===== src/rtl/pc_fetch_unit.sv =====
// Program counter and instruction fetch stage: fetches over a req/ack handshake,
// holds the instruction for decode, then steps the PC from control_unit's pc_control.
module pc_fetch_unit #(
  parameter logic [31:0] RESET_PC = 32'h0040_0000,
  parameter int          TIMEOUT  = 8
) (
  input  logic        clk,
  input  logic        rst,
  input  logic [3:0]  pc_control,
  input  logic [31:0] rs_data,
  input  logic        stall,
  output logic        imem_req,
  output logic [31:0] imem_addr,
  input  logic        imem_ack,
  input  logic [31:0] imem_rdata,
  output logic [31:0] instruction,
  output logic        instr_valid,
  output logic [31:0] pc,
  output logic [31:0] pc_plus4,
  output logic        fetch_err,
  output logic        misalign
);

  localparam int             CW   = $clog2(TIMEOUT + 1);
  localparam logic [CW-1:0]  TMAX = CW'(TIMEOUT);

  localparam logic [3:0] CTL_J      = 4'd1;
  localparam logic [3:0] CTL_JR     = 4'd2;
  localparam logic [3:0] CTL_BRANCH = 4'd3;

  typedef enum logic [1:0] {
    STATE_IDLE  = 2'd0,
    STATE_FETCH = 2'd1,
    STATE_EXEC  = 2'd2
  } state_t;

  state_t         state_reg;
  logic [31:0]    pc_reg;
  logic [31:0]    instr_reg;
  logic           instr_valid_reg;
  logic           imem_req_reg;
  logic           fetch_err_reg;
  logic           misalign_reg;
  logic [CW-1:0]  wait_cnt_reg;
  logic [31:0]    pc_plus4_next;
  logic [31:0]    branch_off;
  logic [31:0]    pc_next;

  assign pc_plus4_next = pc_reg + 32'd4;
  assign branch_off    = {{14{instr_reg[15]}}, instr_reg[15:0], 2'b00};

  // Codes 0 and 4..15 all fall through to sequential execution.
  always_comb begin
    pc_next = pc_plus4_next;
    case (pc_control)
      CTL_J:      pc_next = {pc_plus4_next[31:28], instr_reg[25:0], 2'b00};
      CTL_JR:     pc_next = {rs_data[31:2], 2'b00};
      CTL_BRANCH: pc_next = pc_plus4_next + branch_off;
      default:    pc_next = pc_plus4_next;
    endcase
  end

  always_ff @(posedge clk or negedge rst) begin
    if (!rst) begin
      state_reg       <= STATE_IDLE;
      pc_reg          <= RESET_PC;
      instr_reg       <= 32'd0;
      instr_valid_reg <= 1'b0;
      imem_req_reg    <= 1'b0;
      fetch_err_reg   <= 1'b0;
      misalign_reg    <= 1'b0;
      wait_cnt_reg    <= '0;
    end else begin
      case (state_reg)
        STATE_IDLE: begin
          state_reg    <= STATE_FETCH;
          imem_req_reg <= 1'b1;
        end
        STATE_FETCH: begin
          if (imem_ack) begin
            instr_reg       <= imem_rdata;
            instr_valid_reg <= 1'b1;
            imem_req_reg    <= 1'b0;
            state_reg       <= STATE_EXEC;
            wait_cnt_reg    <= '0;
          end else begin
            // Request stays up after a timeout; the flag only reports it.
            if (wait_cnt_reg != TMAX)
              wait_cnt_reg <= wait_cnt_reg + 1'b1;
            if (wait_cnt_reg >= TMAX - 1'b1)
              fetch_err_reg <= 1'b1;
          end
        end
        STATE_EXEC: begin
          if (!stall) begin
            pc_reg          <= pc_next;
            instr_valid_reg <= 1'b0;
            imem_req_reg    <= 1'b1;
            state_reg       <= STATE_FETCH;
            if (pc_control == CTL_JR && rs_data[1:0] != 2'b00)
              misalign_reg <= 1'b1;
          end
        end
        default: begin
          state_reg    <= STATE_IDLE;
          imem_req_reg <= 1'b0;
        end
      endcase
    end
  end

  assign imem_req    = imem_req_reg;
  assign imem_addr   = pc_reg;
  assign instruction = instr_reg;
  assign instr_valid = instr_valid_reg;
  assign pc          = pc_reg;
  assign pc_plus4    = pc_plus4_next;
  assign fetch_err   = fetch_err_reg;
  assign misalign    = misalign_reg;

endmodule

===== config.mk =====
export PLATFORM = sky130hd
export DESIGN_NAME = pc_fetch_unit
export DESIGN_NICKNAME = d
export VERILOG_FILES = /design/src/rtl/pc_fetch_unit.sv
export SDC_FILE = /design/constraint.sdc
export NUM_CORES = 1
export LEC_CHECK = 0
export ABC_AREA = 1
export ABC_CLOCK_PERIOD_IN_PS = 3000
export BUFFER_PORTS_ARGS = -buffer_cell sky130_fd_sc_hd__buf_2
export CAP_MARGIN = 20
export CORE_ASPECT_RATIO = 1.1
export CORE_MARGIN = 1
export CORE_UTILIZATION = 53
export CTS_CLUSTER_SIZE = 40
export DETAILED_ROUTE_END_ITERATION = 7
export PLACE_DENSITY_LB_ADDON = 0.05
export SETUP_SLACK_MARGIN = 0.2
export SYNTH_ARGS = -nofsm -noshare
export SYNTH_HDL_FRONTEND = slang
export SYNTH_SLANG_ARGS = --single-unit

===== constraint.sdc =====
create_clock -name clk -period 3 [get_ports clk]
set_input_delay 0.45 -clock clk [delete_from_list [all_inputs] [get_ports clk]]
set_output_delay 0.45 -clock clk [all_outputs]
set_load 0.05 [all_outputs]

## Word level (Yosys, flattened, before mapping)

Cells that the tools add are included.

- Register bits after elaboration: 74
- Logic and storage cells: 46

- Add/subtract/negate cells: 3
- Magnitude comparators: 1
- Eq/ne operators: 8
- Muxes and demuxes: 12
- Bitwise gates (word level): 2
- Reductions and logical operators: 12

Operators with widths:

| kind | number |
|---|---|
| case mux 32 bit (3 select lines) | 1 |
| adder 32 x 3 -> 32 bit, second input constant | 1 |
| adder 32 bit | 1 |
| AND reduction 3 bit | 3 |
| equality test 4 x 2 -> 1 bit, second input constant | 2 |
| 2-to-1 mux 4 bit | 2 |
| AND reduction 2 bit | 4 |
| case mux 2 bit (3 select lines) | 1 |
| nonzero test 2 bit | 3 |
| adder 4 x 1 -> 4 bit, second input constant | 1 |
| equality test 4 x 1 -> 1 bit, second input constant | 1 |
| >= comparator 4 x 3 -> 1 bit, second input constant | 1 |
| 2-to-1 mux 1 bit | 4 |
| 2-to-1 mux 2 bit | 2 |
| inequality test 2 bit, second input constant | 2 |
| inequality test 4 bit, second input constant | 1 |
| case mux 1 bit (3 select lines) | 1 |
| equality test 2 x 1 -> 1 bit, second input constant | 1 |
| equality test 2 bit, second input constant | 1 |
| zero test 2 bit | 1 |
| NOT 1 bit | 2 |
| case mux 1 bit (2 select lines) | 1 |
| logical AND 1 bit | 1 |

## Depth between registers and ports, before layout

Gate-level depths: netlist (run 1).

- Depth after elaboration: 3
- Depth in mapped cells: 25
- Depth with buffers taken out: 25

## Worst setup path before layout (run 1)

Ideal clock, no wire load.

- Kind: register to register
- Start: register pc_reg[3] (netlist: imem_addr[3])
- End: register pc_reg[27] (netlist: imem_addr[27])
- Setup time: 118 ps
- Arrival time: 3629 ps
- Required time: 2882 ps
- Path slack: -747 ps
- Stages on the path, launching flop included: 23
- Buffers on the path: 0
- Clock period less this slack: 3747 ps
- Path through: dfrtp_1 > ha_1 > nand2_2 > nor2_4 > nand2_2 > nor2_2 > nand3_1 > nor2_2 > nor2_1 > nor2_1 > ha_1 > nand2_1 > nand2_1 > nand2_1 > nand2_1 > a21oi_1 > nor2_1 > nor2_1 > nand3b_1 > nand3_1 > nand2_1 > nand2_1 > nand2_1

- Word-level cells in the longest chain between the ends: 3

RTL lines:

| element | line | RTL |
|---|---|---|
| start, declared | 38 | `logic [31:0] pc_reg;` |
| start signal, assigned | 96 | `pc_reg <= pc_next;` |
| adder 32 x 3 -> 32 bit | 49 | `assign pc_plus4_next = pc_reg + 32'd4;` |
| named net pc_plus4[16] | 19 | `output logic [31:0] pc_plus4,` |
| adder 32 bit | 58 | `CTL_BRANCH: pc_next = pc_plus4_next + branch_off;` |
| case mux 32 bit (3 select lines) | 55 | `case (pc_control)` |

The timed path passes the listed nets, and every way through them passes these cells.
A chain may end at the register's enable or synchronous reset.

## Worst setup path after layout (run 1)

- Start: register pc_reg[2] (netlist: imem_addr[2])
- End: register pc_reg[19] (netlist: imem_addr[19])

- Word-level cells in the longest chain between the ends: 3

RTL lines:

| element | line |
|---|---|
| adder 32 x 3 -> 32 bit * | 49 |
| adder 32 bit | 58 |
| case mux 32 bit (3 select lines) * | 55 |

Mark *: on every way between the ends. The rest lies on a longest branch, timed or not.

==> flow_summary.ini, run 1 <==
[run_status]
outcome = finished, violations left
violations = setup timing

[global_route]
overflow = 0
first_global_vias = 7105
antenna_found_initial = 0
grt_max_degree = 72
grt_pass1_wl_mm = 35.74
grtUsageTotal = 0.3594

[sta]
rsz0062_at_grt = true
timing.fmax_mhz = 327.2
fin_ws_ns = -0.05663
min_period_over_period = 1.019
report.final.slew_viol_count = 0
skew_ns = 0.006066
finalHoldViolCount = 0
setup_viol = 7
period_needed_ns = 3.057
slew_headroom = 0.3682
tightest_slew_ns = 0.9476

[worst_setup_path]
startpoint_type = register
max_stage_delay_ns = 0.46
cp.required_ns = 3.28
path_common_cell = nand2_1
arrival_ns = 3.34
crit_buf_inv = 1
crit_path_top_delay_cell = dfrtp_4
crit_family = simple AND/OR/NAND/NOR gates
path_max_fanout = 4
end_kind = register
critical_path_class = register to register
path_cells = ha_4 -> nand2_4 -> nor2_4 -> nand2_2 -> nor2_4 -> nand3_2 -> nor2_4 -> nor2_1 -> nor2_4 -> ha_4 -> nand2_1 -> nand2_1 -> nand2_1 -> nand2_1 -> a21oi_2 -> nand2_1 -> nand2_1 -> nand2_1 -> o21ai_0 -> buf_4 -> nand2_1 -> nand2_1

[worst_hold_path]
hold_class = input port to async pin

[yosys]
synth_top_area_frac = 0.2610
synth_area_leaders = dfrtp_1 26%, nand2_1 23%, inv_1 8.1%
ys_top_cells_by_count = 416 x nand2_1, 144 x inv_1, 78 x nor2_1
synth.distinct_cells = 45
ys_seq_elements = 71
yosysSeqAreaShare = 0.2650
syn_inst = 1075
synth.cell_area_mm2 = 0.006710
yosysWarnings = 0
synth_most_common_cell = nand2_1
synth_area_per_cell_um2 = 6.242
yosys.area.top_type = dfrtp_1
async_flop_share = 1.000
synth_edf_count = 0
ys.flop_type = dfrtp_1

[route]
firstDrtPassIters = 6
drc = 0
first_iter_violations = 909
final_antenna_net_count = 0
avgRoutedWirePerCell_um = 16.81
vias = 8314
wl_mm = 25.18
post_drt_via_cell_ratio = 5.550

[place]
pre_cts_ws_ns = -0.07775
portBuffers = 197
dp_hpwl_mm = 18.04
gp_congestion = 0.9567

[clocking]
root_buffer = clkbuf_16
clockBufferDepth = 2
cts_buffers = 9
cts.htree.levels = 3
cts_tree = built
clock_sinks = 71
clkTransAtPathRegs_ns = 0.06
clock_insertion_delay_worst_skew_ns = 0.35

[die]
io_pins = 204
core_mm2 = 0.01219
chipWidth_um = 109.3
die-area_mm2 = 0.01312
initial_core_util = 0.5504
die_h_um = 120.0
num_rows = 42

[job]
drv_cap = 0

[layout]
fill_cells = 885
largest_reg_flops = 32
final_nets = 1450
antenna_cells = 0
area_growth_pct = 47.18
layout-drive-gt1-share = 0.4353
[worst paths after layout]
path | endpoint | startpoint | depth (start not counted) | slack (ns)
hold / removal | misalign | rst | 1 | 0.25
min in group clk | instruction[29] | imem_rdata[29] | 3 | 0.30
max in group asynchronous | imem_addr[2] | rst | 1 | 2.06
setup / recovery | imem_addr[19] | imem_addr[2] | 22 | -0.06
hold reg to reg | misalign | misalign | 2 | 0.46
setup reg to reg | imem_addr[19] | imem_addr[2] | 22 | -0.06
[repair_timing]
| item | 4_1_cts | 5_1_grt |
|---|---|---|
| pin swaps | 25 | 83 |
| resized for setup | 68 | 150 |
| hold buffers | 0 | 0 |
| setup buffers | 6 | 29 |
| setup endpoints to repair | 21 | 25 |
[layout make-up]
type	instances	area, um2	share of cell area
tap	154	192.7	0.01951
clock inverter	6	93.84	0.009502
inverter	147	563.0	0.05701
sequential	71	1809	0.1832
multi-input combinational	804	5137	0.5202
clock buffer	10	239.0	0.02420
timing repair buffer	306	1841	0.1864
[kinds of logic (layout without fill, tap and decap cells)]
kind of cell | after synthesis | after routing | share of synthesized area
fa+ha+maj | 39 | 39 | 0.07384
simple gates | 611 | 611 | 0.3832
other cells | 1 | 6 | 0.0005589
xor+xnor | 19 | 19 | 0.02480
flops | 71 | 71 | 0.2650
compound gates | 129 | 129 | 0.1136
buf+inv | 205 | 469 | 0.1391
[placed cells by master (no fill, tap or decap), drive strengths merged, types with 2 or more instances in the layout]
| cell | instances |
|---|---|
| nor2 | 90 |
| conb | 6 |
| o211ai | 5 |
| nand4 | 13 |
| a211oi | 2 |
| o21bai | 6 |
| nand3b | 4 |
| clkinv | 4 |
| o2111ai | 2 |
| clkinvlp | 4 |
| a221oi | 15 |
| bufinv | 2 |
| xor2 | 15 |
| buf | 306 |
| a21oi | 49 |
| nand3 | 63 |
| xnor2 | 4 |
| nand2 | 425 |
| dfrtp | 70 |
| ha | 38 |
| nor3 | 10 |
| inv | 143 |
| clkbuf | 10 |
| o21ai | 45 |
| or2 | 3 |
[worst reg2reg max path: cells and delay by family, from the launching register on]
kind            cells  cell delay [ns]
simple gates       17             1.71
flops               1             0.46
fa+ha+maj           2             0.41
compound gates      2             0.28
buf+inv             1             0.15
[metal layers]
layer  global-route usage  up-vias  wire [um]
met5                    0        -          0
met4               0.1308        0       1235
met3              0.07768      102       2326
met2               0.5558      488      11460
met1               0.4897     3833      10160
li1                     -     3891          -
[through the flow]
stage	util	instance area, um2	TNS (ns)	cells	hold WS, ns
final	0.8100	9876	-0.2003	1498	0.2471
after global routing	0.8100	9876	-1.508	1498	0.3098
after CTS	0.7405	9027	0	1469	0.2820
after floorplan	-	7000	-0.2388	1080	0.1544
after detailed placement	0.6858	8361	-0.3012	1447	0.4577
after global placement	0.6858	8361	-0.3180	1447	0.4449
Power of run 1 is not shown: default switching activity piles up to over one toggle a cycle in this logic, so the estimate is an artifact.
==> run 2: changes to the inputs <==
- ABC_AREA: 1 -> not set
- CORE_UTILIZATION: 53 -> 52
==> flow_summary.ini, run 2 <==
[die]
die_h_um = 115.3
io_pins = 204
chipWidth_um = 105.0
num_rows = 41
core_mm2 = 0.01144
initial_core_util = 0.5301
die-area_mm2 = 0.01210

[layout]
layout_common_cells = 182 x buf_4, 179 x buf_2, 59 x nand2_1
area_growth_pct = 65.46
utilization = 0.8772
largest_reg_flops = 32
final_nets = 1181
layout-drive-gt1-share = 0.5600
final_common_cell = buf_4

[route]
drc = 0
vias = 7833
avgRoutedWirePerCell_um = 22.84
final_antenna_net_count = 0
first_iter_violations = 804
firstDrtPassIters = 6
wl_mm = 28.01
post_drt_via_cell_ratio = 6.389

[sta]
finalHoldViolCount = 0
tightest_slew_ns = 0.9741
report.final.slew_viol_count = 0
rsz0062_at_grt = true
timing.fmax_mhz = 250.3
skew_ns = 0.009785
min_period_over_period = 1.332
period_needed_ns = 3.996
slew_headroom = 0.3506
setup_viol = 27
fin_ws_ns = -0.9958

[yosys]
syn_inst = 718
synth_most_common_cell = dfrtp_1
yosysWarnings = 0
yosys.area.top_type = dfrtp_1
synth.distinct_cells = 65
ys_top_cells_by_count = 70 x dfrtp_1, 62 x a21oi_1, 61 x nand2_1
synth_top_area_frac = 0.2888
ys_seq_elements = 71
yosysSeqAreaShare = 0.2932
async_flop_share = 1.000
synth.cell_area_mm2 = 0.006065
synth_area_leaders = dfrtp_1 29%, ha_1 7.8%, mux2_2 6.5%
ys.flop_type = dfrtp_1
synth_area_per_cell_um2 = 8.446
synth_edf_count = 0

[clocking]
clockBufferDepth = 2
cts.htree.levels = 3
postCtsHoldBufs = 0
cts_tree = built
clock_sinks = 71
root_buffer = clkbuf_16
clock_insertion_delay_worst_skew_ns = 0.35
clkTransAtPathRegs_ns = 0.07
cts_buffers = 9

[place]
gp_congestion = 1.024
dp_hpwl_mm = 16.41
portBuffers = 197

[worst_setup_path]
arrival_ns = 4.21
max_stage_delay_ns = 0.47
cp.required_ns = 3.22
path_max_fanout = 3
timing.rr.end = imem_addr[31]
startpoint_type = register
worstReg2RegStart = imem_addr[2]
r2r_setup_slack_ns = -1.0
path_common_cell = buf_4
rr_worst_depth = 20
crit_end = imem_addr[31]
end_kind = register
crit_path_top_delay_cell = or4_4
critical_path_class = register to register
path_cells = buf_6 -> ha_4 -> nand4_1 -> buf_4 -> nor2_4 -> buf_4 -> nand3_2 -> xnor2_4 -> ha_4 -> and2_1 -> nand2_1 -> nor2_1 -> o21ai_1 -> buf_4 -> a31oi_2 -> buf_4 -> nor4_1 -> or4_4 -> nand3_4 -> o311ai_4
setup.worst_path.start = imem_addr[2]

[global_route]
antenna_found_initial = 1
grtUsageTotal = 0.4149
grt_pass1_wl_mm = 38.79
overflow = 0
grt_max_degree = 72
first_global_vias = 7592

[run_status]
outcome = finished, violations left
violations = setup timing

[worst_hold_path]
hold_class = input port to async pin

[job]
drv_cap = 0
run 2: changes by cell type after synthesis, sizes merged, moves of 17 or more:
cell   delta
nand2   -364
inv     -123
nand3    -42
mux2     +35
nor2     -33
xnor2    +27
a21o     +17
run 2: kinds of logic (layout without fill, tap and decap cells):
family	after synthesis	after routing	synth area share
muxes	40	40	0.07324
other	1	7	0.0006183
xor gates and xnor gates	49	49	0.07324
DFF	71	71	0.2932
and+or+nand+nor	209	209	0.1698
buffers and inverters	88	440	0.07798
AOI/OAI and AO/OA	221	221	0.2303
adders and majority gates	39	39	0.08170
run 2: layout make-up:
type                    count  area [um2]
clock buffers               9       225.2
fillers                   584        1405
diodes                      1       2.502
clock inverters             7       85.08
multi-input cells         564        4913
inverters                  23       86.33
well taps                 150       187.7
flip-flops and latches     71        1795
repair buffers            401        2739
run 2: timing repair:
action	4_1_cts	5_1_grt
cloned	0	0
pin swaps	48	32
resized for setup	132	88
endpoints found under the setup margin	33	43
endpoints found under the hold margin	0	0
buffers inserted	35	17
run 2: metal layers:
layer  global-route usage  wire (um)  share of wire  up-vias
met1               0.4768       9724           0.35     3652
met4               0.2742       1956          0.070        2
li1                     -          -              -     3276
met3              0.09751       3229           0.12      221
met5                    0         10        0.00036        -
met2               0.6980      13090           0.47      682
run 2: worst min path at each step:
stage / cells past startpoint / slack (ns) / start / to
finish: 1 / 0.22 / rst / instruction[15]
global route: 1 / 0.30 / rst / imem_addr[31]
CTS: 1 / 0.28 / rst / imem_addr[31]
detailed placement: 2 / 0.46 / instr_valid / instr_valid
global placement: 2 / 0.46 / instr_valid / instr_valid
floorplan: 0 / 0.15 / rst / fetch_err
run 2: through the flow:
stage	instance area, um2	hold slack (ns)	std cells	TNS [ns]	setup WS, ns
6_report	10030	0.2155	1226	-11.39	-0.9958
5_1_grt	10030	0.2970	1225	-13.80	-1.034
4_1_cts	9504	0.2768	1208	-5.516	-0.6587
3_5_place_dp	8320	0.4630	1157	-9.724	-0.7637
3_3_place_gp	8320	0.4584	1157	-8.060	-0.6698
2_1_floorplan	6385	0.1544	723	-20.45	-1.233
run 2: worst max-delay path, delay by kind of cell, from the launching register on:
| kind | cells | cell delay, ns |
|---|---|---|
| AO/OA/AOI/OAI | 3 | 0.47 |
| XOR/XNOR | 1 | 0.17 |
| adder cells (fa/ha/maj) | 2 | 0.44 |
| buffers and inverters | 5 | 0.81 |
| flip-flops | 1 | 0.39 |
| AND/OR/NAND/NOR | 9 | 1.59 |
Power of run 2 is left out for the same reason.
